$ cat src/rtl/seg_pkg.sv
// Shared constants for the seven-segment scanner: glyph table, segment bit positions,
// and a helper that builds an active-low segment byte from a nibble and a decimal point.
package seg_pkg;

    localparam int unsigned SEG_A  = 7;
    localparam int unsigned SEG_G  = 1;
    localparam int unsigned SEG_DP = 0;

    localparam logic [7:0] SEG_OFF = 8'hFF;

    // Active-low, bit order a..g,dp; the dp bit is replaced by the caller's decimal point.
    localparam logic [7:0] GLYPH [16] = '{
        8'b0000_0011, 8'b1001_1111, 8'b0010_0101, 8'b0000_1101,
        8'b1001_1001, 8'b0100_1001, 8'b0100_0001, 8'b0001_1111,
        8'b0000_0001, 8'b0000_1001, 8'b0001_0001, 8'b1100_0001,
        8'b0110_0011, 8'b1000_0101, 8'b0110_0001, 8'b0111_0001
    };

    function automatic logic [7:0] seg_encode(input logic [3:0] nib, input logic dp);
        logic [7:0] s;
        s               = SEG_OFF;
        s[SEG_A:SEG_G]  = GLYPH[nib][SEG_A:SEG_G];
        s[SEG_DP]       = ~dp;
        return s;
    endfunction

endpackage

$ cat src/rtl/seg_hex_decode.sv
// Combinational hex nibble + decimal point to active-low segment pattern.
module seg_hex_decode
    import seg_pkg::*;
(
    input  logic [3:0] i_nibble,
    input  logic       i_dp,
    output logic [7:0] o_seg
);

    assign o_seg = seg_encode(i_nibble, i_dp);

endmodule

$ cat src/rtl/seg_scan_mux.sv
// Multiplexed seven-segment scanner with prescaler, frame-coherent double buffering,
// per-digit enable/dp, PWM brightness and a ghost-guard cycle.
// Optional feature: define SEG_LEADING_ZERO_BLANK_EN to blank leading zero digits.
module seg_scan_mux
    import seg_pkg::*;
#(
    parameter int unsigned NUM_DIGITS = 4,
    parameter int unsigned SCAN_DIV   = 50000,
    parameter int unsigned BRIGHT_W   = 4
) (
    input  logic                    clk,
    input  logic                    rst_n,
    input  logic [4*NUM_DIGITS-1:0] digits_i,
    input  logic [NUM_DIGITS-1:0]   dp_i,
    input  logic [NUM_DIGITS-1:0]   digit_en_i,
    input  logic [BRIGHT_W-1:0]     bright_i,
    input  logic                    load_i,
    output logic [7:0]              seg_o,
    output logic [NUM_DIGITS-1:0]   sel_o,
    output logic                    frame_o
);

    localparam int unsigned PreW = (SCAN_DIV > 1) ? $clog2(SCAN_DIV) : 1;
    localparam int unsigned IdxW = (NUM_DIGITS > 1) ? $clog2(NUM_DIGITS) : 1;

    localparam logic [PreW-1:0]     PreMax = PreW'(SCAN_DIV - 1);
    localparam logic [IdxW-1:0]     IdxMax = IdxW'(NUM_DIGITS - 1);
    localparam logic [BRIGHT_W-1:0] PwmMax = BRIGHT_W'((1 << BRIGHT_W) - 2);

    logic [PreW-1:0]         r_pre;
    logic [IdxW-1:0]         r_idx;
    logic [BRIGHT_W-1:0]     r_pwm;
    logic                    r_pending;

    logic [4*NUM_DIGITS-1:0] r_sh_digits;
    logic [NUM_DIGITS-1:0]   r_sh_dp;
    logic [NUM_DIGITS-1:0]   r_sh_en;
    logic [BRIGHT_W-1:0]     r_sh_bright;

    logic [4*NUM_DIGITS-1:0] r_disp_digits;
    logic [NUM_DIGITS-1:0]   r_disp_dp;
    logic [NUM_DIGITS-1:0]   r_disp_en;
    logic [BRIGHT_W-1:0]     r_disp_bright;

    logic [7:0]              r_seg;
    logic [NUM_DIGITS-1:0]   r_sel;
    logic                    r_frame;

    logic                    w_pre_wrap;
    logic                    w_boundary;
    logic [NUM_DIGITS-1:0]   w_blank;
    logic [3:0]              w_nibble;
    logic                    w_dp;
    logic [7:0]              w_dec_seg;
    logic                    w_show;
    logic                    w_lit;
    logic [NUM_DIGITS-1:0]   w_onehot;
    logic [7:0]              w_seg_next;
    logic [NUM_DIGITS-1:0]   w_sel_next;
    logic                    w_frame_next;

    assign w_pre_wrap = (r_pre == PreMax);
    assign w_boundary = w_pre_wrap && (r_idx == IdxMax);

`ifdef SEG_LEADING_ZERO_BLANK_EN
    // Walk down from the top digit; the first nonzero nibble or lit dp ends blanking.
    always_comb begin
        logic run;
        w_blank = '0;
        run     = 1'b1;
        for (int k = int'(NUM_DIGITS) - 1; k >= 1; k--) begin
            if (run && (r_disp_digits[4*k +: 4] == 4'h0) && !r_disp_dp[k]) begin
                w_blank[k] = 1'b1;
            end else begin
                run = 1'b0;
            end
        end
    end
`else
    assign w_blank = '0;
`endif

    assign w_nibble = r_disp_digits[r_idx*4 +: 4];
    assign w_dp     = r_disp_dp[r_idx];

    seg_hex_decode u_dec (
        .i_nibble (w_nibble),
        .i_dp     (w_dp),
        .o_seg    (w_dec_seg)
    );

    assign w_show   = r_disp_en[r_idx] && !w_blank[r_idx];
    assign w_lit    = (r_disp_bright == '1) || (r_pwm < r_disp_bright);
    assign w_onehot = NUM_DIGITS'(1) << r_idx;

    always_comb begin
        w_seg_next   = w_show ? w_dec_seg : SEG_OFF;
        w_sel_next   = '1;
        // pre == 0 is the guard slot that lets the previous digit's drivers discharge.
        if (w_show && w_lit && (r_pre != '0)) begin
            w_sel_next = ~w_onehot;
        end
        w_frame_next = (r_idx == '0) && (r_pre == '0);
    end

    always_ff @(posedge clk or negedge rst_n) begin
        if (!rst_n) begin
            r_pre         <= '0;
            r_idx         <= '0;
            r_pwm         <= '0;
            r_pending     <= 1'b0;
            r_sh_digits   <= '0;
            r_sh_dp       <= '0;
            r_sh_en       <= '0;
            r_sh_bright   <= '0;
            r_disp_digits <= '0;
            r_disp_dp     <= '0;
            r_disp_en     <= '0;
            r_disp_bright <= '0;
            r_seg         <= SEG_OFF;
            r_sel         <= '1;
            r_frame       <= 1'b0;
        end else begin
            r_pre <= w_pre_wrap ? '0 : r_pre + 1'b1;
            if (w_pre_wrap) begin
                r_idx <= (r_idx == IdxMax) ? '0 : r_idx + 1'b1;
            end
            r_pwm <= (r_pwm == PwmMax) ? '0 : r_pwm + 1'b1;

            if (load_i) begin
                r_sh_digits <= digits_i;
                r_sh_dp     <= dp_i;
                r_sh_en     <= digit_en_i;
                r_sh_bright <= bright_i;
            end

            // A load on the boundary cycle still transfers the prior shadow contents.
            if (w_boundary && r_pending) begin
                r_disp_digits <= r_sh_digits;
                r_disp_dp     <= r_sh_dp;
                r_disp_en     <= r_sh_en;
                r_disp_bright <= r_sh_bright;
            end

            if (load_i) begin
                r_pending <= 1'b1;
            end else if (w_boundary) begin
                r_pending <= 1'b0;
            end

            r_seg   <= w_seg_next;
            r_sel   <= w_sel_next;
            r_frame <= w_frame_next;
        end
    end

    assign seg_o   = r_seg;
    assign sel_o   = r_sel;
    assign frame_o = r_frame;

endmodule

$ cat config.mk
export PLATFORM = sky130hd
export DESIGN_NAME = seg_scan_mux
export DESIGN_NICKNAME = d
export VERILOG_FILES = /design/src/rtl/seg_pkg.sv /design/src/rtl/seg_hex_decode.sv /design/src/rtl/seg_scan_mux.sv
export SDC_FILE = /design/constraint.sdc
export NUM_CORES = 1
export LEC_CHECK = 0
export CAP_MARGIN = 25
export CORE_ASPECT_RATIO = 1.1
export CORE_MARGIN = 5
export CORE_UTILIZATION = 47
export CTS_BUF_LIST = sky130_fd_sc_hd__clkbuf_16
export DETAILED_ROUTE_END_ITERATION = 12
export PLACE_DENSITY = 0.68
export SLEW_MARGIN = 20
export SYNTH_ARGS = -nofsm -noshare
export SYNTH_HDL_FRONTEND = slang
export SYNTH_HIERARCHICAL = 1
export SYNTH_SLANG_ARGS = --single-unit
$ cat constraint.sdc
create_clock -name clk -period 3.2 [get_ports clk]
set_input_delay 0.8 -clock clk [delete_from_list [all_inputs] [get_ports clk]]
set_output_delay 0.8 -clock clk [all_outputs]
set_load 0.02 [all_outputs]
* Word level (Yosys, flattened, before mapping)
Memory sizes are Yosys's and may differ from the RTL's. Index checks and enable logic that the tools add are counted.
Word-level totals: register bits after elaboration 92, bits in read-only memories 128, output and inout bits 13, memories kept 1
Memories:
- (name not given) | words 16, bits a word 8, rd ports 1, clocked after Yosys merged registers in 0, wr ports 0, RTL line seg_pkg.sv:22 | s[SEG_A:SEG_G] = GLYPH[nib][SEG_A:SEG_G];
Cells by class: add/sub/neg operators 3, $lt $le $gt $ge 3, eq/ne operators 4, shift-type cells 2, mux-type cells 15, bitwise logic cells 3, reduce and logical (&&, ||, !) cells 12
Operators by type and width (count):
- $mux W8 | 3
- $add A16 B1 Y16 const B | 1
- $eq A16 B16 Y1 const B | 1
- $logic_not A16 Y1 | 1
- $mux W16 | 1
- $reduce_bool A16 Y1 | 1
- $shiftx A16 B5 Y4 | 1
- $eq A4 B4 Y1 const B | 2
- $mux W4 | 2
- $bmux W1 S2 | 3
- $logic_and A1 B1 Y1 | 6
- $ge A5 B5 Y1 const B | 1
- $mux W1 | 5
- $not A4 Y5 | 1
- $add A4 B1 Y4 const B | 1
- $lt A4 B4 Y1 | 1
- $not A4 Y4 | 1
- $shl A1 B2 Y4 const A | 1
- $lt A2 B3 Y1 const B | 1
- $add A2 B1 Y2 const B | 1
- $eq A2 B2 Y1 const B | 1
- $logic_not A2 Y1 | 1
- $mux W2 | 1
- $reduce_bool A2 Y1 | 1
- 3 further kinds | 3

* Logic depth before layout (Yosys ltp)
Gate-level depths: netlist of the first run.
word-level depth 7, mapped depth 8, gate-level depth less buffers 7

* Cells and area by module
The synthesis of the first run kept the hierarchy.
By module, submodules not included:
- seg_scan_mux | instances 1, cells each 274, area each 3853.7 um^2
- seg_hex_decode | instances 1, cells each 32, area each 266.5 um^2

* Worst setup path before layout of the first run
Ideal clock, no wire load.
path type register to register, from reg r_idx[0], to reg r_seg[4] (netlist: seg_o[4]), setup time 81 ps, arrival time 2275 ps, required time 3119 ps, setup slack 844 ps, cell stages (with the launch flop) 8, path buffers 1, clock period less this slack 2356 ps, path through dfrtp_1 > clkbuf_1 > mux4_2 > inv_1 > ha_1 > inv_1 > mux4_1 > nand2b_1
Between the ends: cells in the longest elaborated chain, start to end 6, elaborated cells between the ends (all ways) 12, those cells by class shift (1); mux (7); bitwise (1); reduce/logical (2); memory (1)
Ends and longest elaborated chain:
- start: declaration | RTL line seg_scan_mux.sv:31 | logic [IdxW-1:0] r_idx;
- start signal: assignment | RTL line seg_scan_mux.sv:126 | r_idx <= (r_idx == IdxMax) ? '0 : r_idx + 1'b1;
- $shiftx A16 B5 Y4 | RTL line seg_scan_mux.sv:83 | assign w_nibble = r_disp_digits[r_idx*4 +: 4];
- named net w_nibble[0] | RTL line seg_scan_mux.sv:52 | logic [3:0] w_nibble;
- $not A4 Y5 (implied by the code) | RTL line seg_pkg.sv:22
- $mem_v2 Z16 W8
- $mux W8 (implied by the code) (2 in a row) | RTL line seg_pkg.sv:22
- named net w_dec_seg[4] | RTL line seg_scan_mux.sv:54 | logic [7:0] w_dec_seg;
- $mux W8 | RTL line seg_scan_mux.sv:97 | w_seg_next = w_show ? w_dec_seg : SEG_OFF;
- named net w_seg_next[4] | RTL line seg_scan_mux.sv:58 | logic [7:0] w_seg_next;
- end signal: assignment | RTL line seg_scan_mux.sv:151 | r_seg <= w_seg_next;
- end: declaration | RTL line seg_scan_mux.sv:45 | logic [7:0] r_seg;
The timed path passes the listed nets, and every way through them passes these cells. The select of a mux whose other input is x is not followed. A chain may end at the register's enable or synchronous reset.

* Worst setup path in the final report of the first run
Same ends and word-level chain as after synthesis.

==> results.toml, run 1 <==
[floorplan]
die_y_um = 108
ios = 44
die_area_sq_um = 10700
die_w_um = 99.3
core_area_sq_um = 8450
fp-row-count = 35
initial_core_util = 0.487

[pwr]
finalPower_mw = 2.37
netSwitchingPower_mw = 0.500
netSwitchingFraction = 0.211
p_leak_nw = 2.18
power.density_nw_per_um2 = 479
pwr-share-comb = 0.045
internal_power_mw = 1.87
peakVddDrop_mv = 0.326
power.share.clock = 0.442
pwr-share-seq = 0.513

[placement]
hpwl_mm = 4.82
gp_congestion = 0.796
buffer_ports.inserted = 43

[worst_setup_path]
critPathMostFrequentCell = "inv_1"
required_ps = 3460
crit_path_max_fanout = 10
path_cells = "mux4_2 -> inv_1 -> ha_1 -> inv_1 -> mux4_1 -> nand2b_1"
worst_ep_arrival_time_ps = 2650
startpoint_type = "flop"
cp_slowest_cell = "dfrtp_1"
crit_path_end_kind = "flop"
slowest_delay_ps = 660
crit_buf_inv = 2
critPathKind = "reg -> reg"
cpLargestDelayFamily = "multiplexers"

[clock_network]
cts_buffers = 9
cts_hold_buf = 0
cts_resized = 0
clockRootBuffer = "clkbuf_16"
post_cts_buffers = 0
clk_pin_slew_ps = 60
h-tree-depth = 3
clkLatencyLatePin_ps = 340
cts_tree = "yes"
cts_buffer_depth = 2
clock-sinks = 92

[synthesis]
ys_types = 38
synth-xor-area-share = 0.0255
synth_nets = 353
syn-cell-area_sq_um = 4120
netlist.area_leader.share = 0.486
yosysWarnings = 6
async_flop_share = 1.00
synthSimpleGateAreaFrac = 0.0972
yosys.cell_count.top_type = "dfrtp_1"
avgSynthCellArea_sq_um = 13.5
ys_seq_elements = 92
synth_compound_area_frac = 0.0295
synth_top_family_by_area = "multiplexers"
synth_top_flop_cell = "dfrtp_1"
synth.area.mux_share = 0.207
ys_seq_area_frac = 0.562
synth_edf_count = 0
synthAdderAreaFrac = 0.0486
netlist_instances = 306
yosys-top-cells-area = "dfrtp_1, mux2_2, dfstp_2"
synth_largest_area_cell = "dfrtp_1"
synth_common_cells = "dfrtp_1, mux2_2, mux2_1"

[worst_hold_path]
hp-class = "reg -> reg"

[final_layout]
areaGrowthSynthToFinish_pct = 20.4
drive_above_1_share = 0.222
fin_nets = 402
diodes = 0

[global_routing]
global_route.usage.met3 = 0.0355
grt_busiest_layer = "met2"
grt_overflow = 0
antenna_found_initial = 0
grt_pass1_wl_mm = 11.9
grt_max_degree = 57
use_met2 = 0.223
use_met1 = 0.184
grt_use_total = 0.140
grt_pass1_vias = 2506

[route]
ant_nets = 0
firstDrtPassIters = 4
drc = 0
wl_per_cell_um = 14.3
dr_total_vias = 2405
drt_iter0_markers = 117
vias_per_cell = 5.11
drt-total-wl_mm = 6.72

[timing]
worst_pin_slew_ps = 689
rsz0062_at_grt = "false"
fin_skew_ps = 7.38
drv_slew = 0
hold_violations = 0
relSlewSlack = 0.541
tns_ps = 0
clock.fmax_ghz = 0.418
setup_viol_count_final = 0
period_needed_ps = 2390
finalCritPeriodShare = 0.747

[status]
status = "complete, no violations"

[flow_run]
max_cap_viol_count = 0
==> layout by cell type (no fill, tap or decap), types with 2 or more instances in the layout <==
cell	instances
o211ai_1	2
inv_6	2
nor4_1	3
clkdlybuf4s50_1	42
xnor2_1	6
nor2_1	12
inv_1	13
nand4_1	7
or3_1	5
clkbuf_16	9
nand3_1	10
or4_1	2
nor2b_1	2
clkinvlp_4	2
nand2b_1	10
mux2_2	36
nand2_1	11
o21ai_0	14
mux2_1	20
xor2_1	6
mux2i_1	6
dfrtp_1	80
dfstp_2	12
mux4_2	6
and2_1	2
and3_1	2
buf_4	7
ha_1	16
==> metal layers <==
layer / wire (um) / up-vias / share of wire
met3: 291 / 7 / 0.043
met1: 3070 / 1173 / 0.46
met2: 3260 / 49 / 0.48
li1: - / 1176 / -
met5: 0 / - / 0
met4: 106 / 0 / 0.016
==> power groups by stage <==
stage | registers (mW) | logic [mW] | clock network [mW]
6_report | 1.22 | 0.106 | 1.05
5_1_grt | 1.22 | 0.118 | 1.13
4_1_cts | 1.22 | 0.110 | 1.08
3_5_place_dp | 1.24 | 0.110 | 0
3_3_place_gp | 1.24 | 0.107 | 0
2_1_floorplan | 1.23 | 0.0428 | 0
==> registers in the layout (all words and copies together) (netlist names), 8 cells and up <==
| signal | flops |
|---|---|
| r_disp_digits | 16 |
| r_pre | 16 |
| r_sh_digits | 16 |
| seg_o | 8 |
==> worst reg2reg max path, cell delays in order (launching register included) <==
cell and delay [ps]:
dfrtp_1 660, mux4_2 650, inv_1 170, ha_1 180, inv_1 40, mux4_1 480
nand2b_1 150
==> metrics by stage <==
| step | hold slack [ps] | instances | utilization | setup slack (ps) | area, sq um |
|---|---|---|---|---|---|
| 6_report | 480 | 471 | 0.587 | 809 | 4960 |
| 4_1_cts | 480 | 471 | 0.587 | 773 | 4960 |
| 2_1_floorplan | 442 | 306 | - | 844 | 4120 |
| 3_5_place_dp | 466 | 455 | 0.551 | 785 | 4660 |
| 3_3_place_gp | 462 | 455 | 0.551 | 834 | 4660 |
| 5_1_grt | 506 | 471 | 0.587 | 645 | 4960 |
==> worst paths after layout <==
path | end | cells past startpoint | startpoint | slack, ps
worst max-delay path | seg_o[4] | 6 | r_idx[0] | 810
worst min-delay path | r_pending | 1 | r_pending | 480
worst max register to register | seg_o[4] | 6 | r_idx[0] | 810
worst min register to register | r_pending | 1 | r_pending | 480
max in group asynchronous | seg_o[0] | 2 | rst_n | 1960
min in group asynchronous | r_pre[9] | 1 | rst_n | 500
==> layout make-up <==
class | count | area [sq um]
Clock buffer | 9 | 225
Clock inverter | 7 | 75.1
Fill cell | 675 | 3490
Inverter | 14 | 52.6
Multi-Input combinational cell | 189 | 1680
Sequential cell | 92 | 2320
Tap cell | 111 | 139
Timing Repair Buffer | 49 | 473
==> cell families after synthesis <==
kind of cell             after synthesis
XOR/XNOR                              12
AND/OR/NAND/NOR                       71
flip-flops                            92
buffers and inverters                 25
adder cells (fa/ha/maj)               16
multiplexers                          69
AO/OA/AOI/OAI                         21
(Power assumes the default switching activity.)
==> run 2: changes to the inputs <==
==> constraint.sdc (replaced) <==
create_clock -name clk -period 2.35 [get_ports clk]
set_input_delay 0.5875 -clock clk [delete_from_list [all_inputs] [get_ports clk]]
set_output_delay 0.5875 -clock clk [all_outputs]
set_load 0.02 [all_outputs]
==> results.toml, run 2 (synthesized netlist as in run 1, its figures left out) <==
[final_layout]
fin_nets = 403
num-fill-cells = 645
register_area_sq_um = 2320
diodes = 0
drive_above_1_share = 0.227
reg_top3 = "r_disp_digits x16, r_pre x16, r_sh_digits x16"
areaGrowthSynthToFinish_pct = 22.0
post-route-util = 0.595
multi_input_area_sq_um = 1680
final_common_cell = "dfrtp_1"
final_cell_mix = "dfrtp_1, clkdlybuf4s50_1, mux2_2"

[worst_setup_path]
crit_path_end_kind = "flop"
worst_ep_arrival_time_ps = 2410
critPathKind = "reg -> reg"
path_cells = "or4_4 -> nor4_4 -> and3_1 -> buf_12 -> mux2_2"
startpoint_type = "flop"
cp_slowest_cell = "or4_4"
slowest_delay_ps = 580
required_ps = 2570
crit_path_max_fanout = 28

[timing]
relSlewSlack = 0.741
setup_viol_count_final = 0
fin_skew_ps = 7.32
rsz0062_at_grt = "false"
finalCritPeriodShare = 0.933
tns_ps = 0
hold_violations = 0
clock.fmax_ghz = 0.456
setup_ws_ps = 157
worst_pin_slew_ps = 384
period_needed_ps = 2190
drv_slew = 0

[status]
status = "complete, no violations"

[clock_network]
cts_buffers = 9
post_cts_buffers = 0
h-tree-depth = 3
cts_hold_buf = 0
clock-sinks = 92
cts_buffer_depth = 2
clk_pin_slew_ps = 60
clkLatencyLatePin_ps = 330
cts_tree = "yes"
clockRootBuffer = "clkbuf_16"
cts_resized = 0

[floorplan]
ios = 44
die_area_sq_um = 10700
die_w_um = 99.3
fp-row-count = 35
die_y_um = 108
core_area_sq_um = 8450
initial_core_util = 0.487

[global_routing]
use_met2 = 0.242
grt_busiest_layer = "met2"
grt_pass1_vias = 2572
grt_max_degree = 48
grt_use_total = 0.149
grt_overflow = 0
grt_pass1_wl_mm = 12.5
global_route.usage.met3 = 0.0348
antenna_found_initial = 0
use_met1 = 0.195

[route]
vias_per_cell = 5.18
dr_total_vias = 2443
firstDrtPassIters = 4
drt_iter0_markers = 126
ant_nets = 0
drc = 0
drt-total-wl_mm = 7.17
wl_per_cell_um = 15.2

[pwr]
power.density_nw_per_um2 = 665
peakVddDrop_mv = 0.458
p_leak_nw = 2.21

[placement]
pre_cts_ws_ps = 154
hpwl_mm = 5.04
gp_congestion = 0.722
buffer_ports.inserted = 43

[flow_run]
max_cap_viol_count = 0

[worst_hold_path]
hp-class = "in -> async"
[run 2: cell count changes in the layout (fill, tap and decap cells not counted)]
cell	previous run	this run
buf_12	0	3
clkinv_2	0	1
clkinv_1	1	0
buf_4	7	5
bufinv_16	1	2
clkinv_4	1	0
[run 2: final cells by class]
class | instances | share of cell area
Sequential cell | 92 | 0.461
Timing Repair Buffer | 50 | 0.103
Clock buffer | 9 | 0.0448
Multi-Input combinational cell | 189 | 0.334
Inverter | 14 | 0.0105
Tap cell | 111 | 0.0276
Clock inverter | 7 | 0.0194
[run 2: worst paths after layout]
path	from	to	slack, ps	cells past startpoint
max	r_pre[10]	r_disp_digits[15]	160	5
min	rst_n	r_pre[5]	170	1
max reg2reg	r_pre[10]	r_disp_digits[15]	160	5
min reg2reg	r_disp_en[2]	r_disp_en[2]	480	1
max in group asynchronous	rst_n	r_pre[15]	1580	2
min in group clk	r_disp_en[2]	r_disp_en[2]	480	1
[run 2: metal layers]
layer | vias to the layer above | wire (um)
met5 | - | 0
met4 | 0 | 79
met3 | 6 | 271
met2 | 49 | 3560
met1 | 1213 | 3260
li1 | 1175 | -
[run 2: metrics by stage]
stage | area [sq um] | hold slack (ps) | power (mW) | cells
final | 5030 | 166 | 3.35 | 472
after detailed placement | 4710 | 471 | 1.84 | 456
after global routing | 5030 | 183 | 3.49 | 472
after CTS | 5030 | 164 | 3.39 | 472
after global placement | 4710 | 460 | 1.84 | 456
after floorplan | 4120 | 292 | 1.73 | 306
[run 2: power by group]
group          leakage, nW  internal [mW]  switching (mW)
logic                0.898         0.0933          0.0576
registers             1.16           1.63          0.0261
clock network        0.152          0.937           0.598
total                 2.21           2.66           0.682
[run 2: critical path, delay by kind of cell (launching register included)]
kind                   cells  cell delay, ps
buffers and inverters      1             200
DFF                        1             410
muxes                      1             350
and+or+nand+nor            3            1100
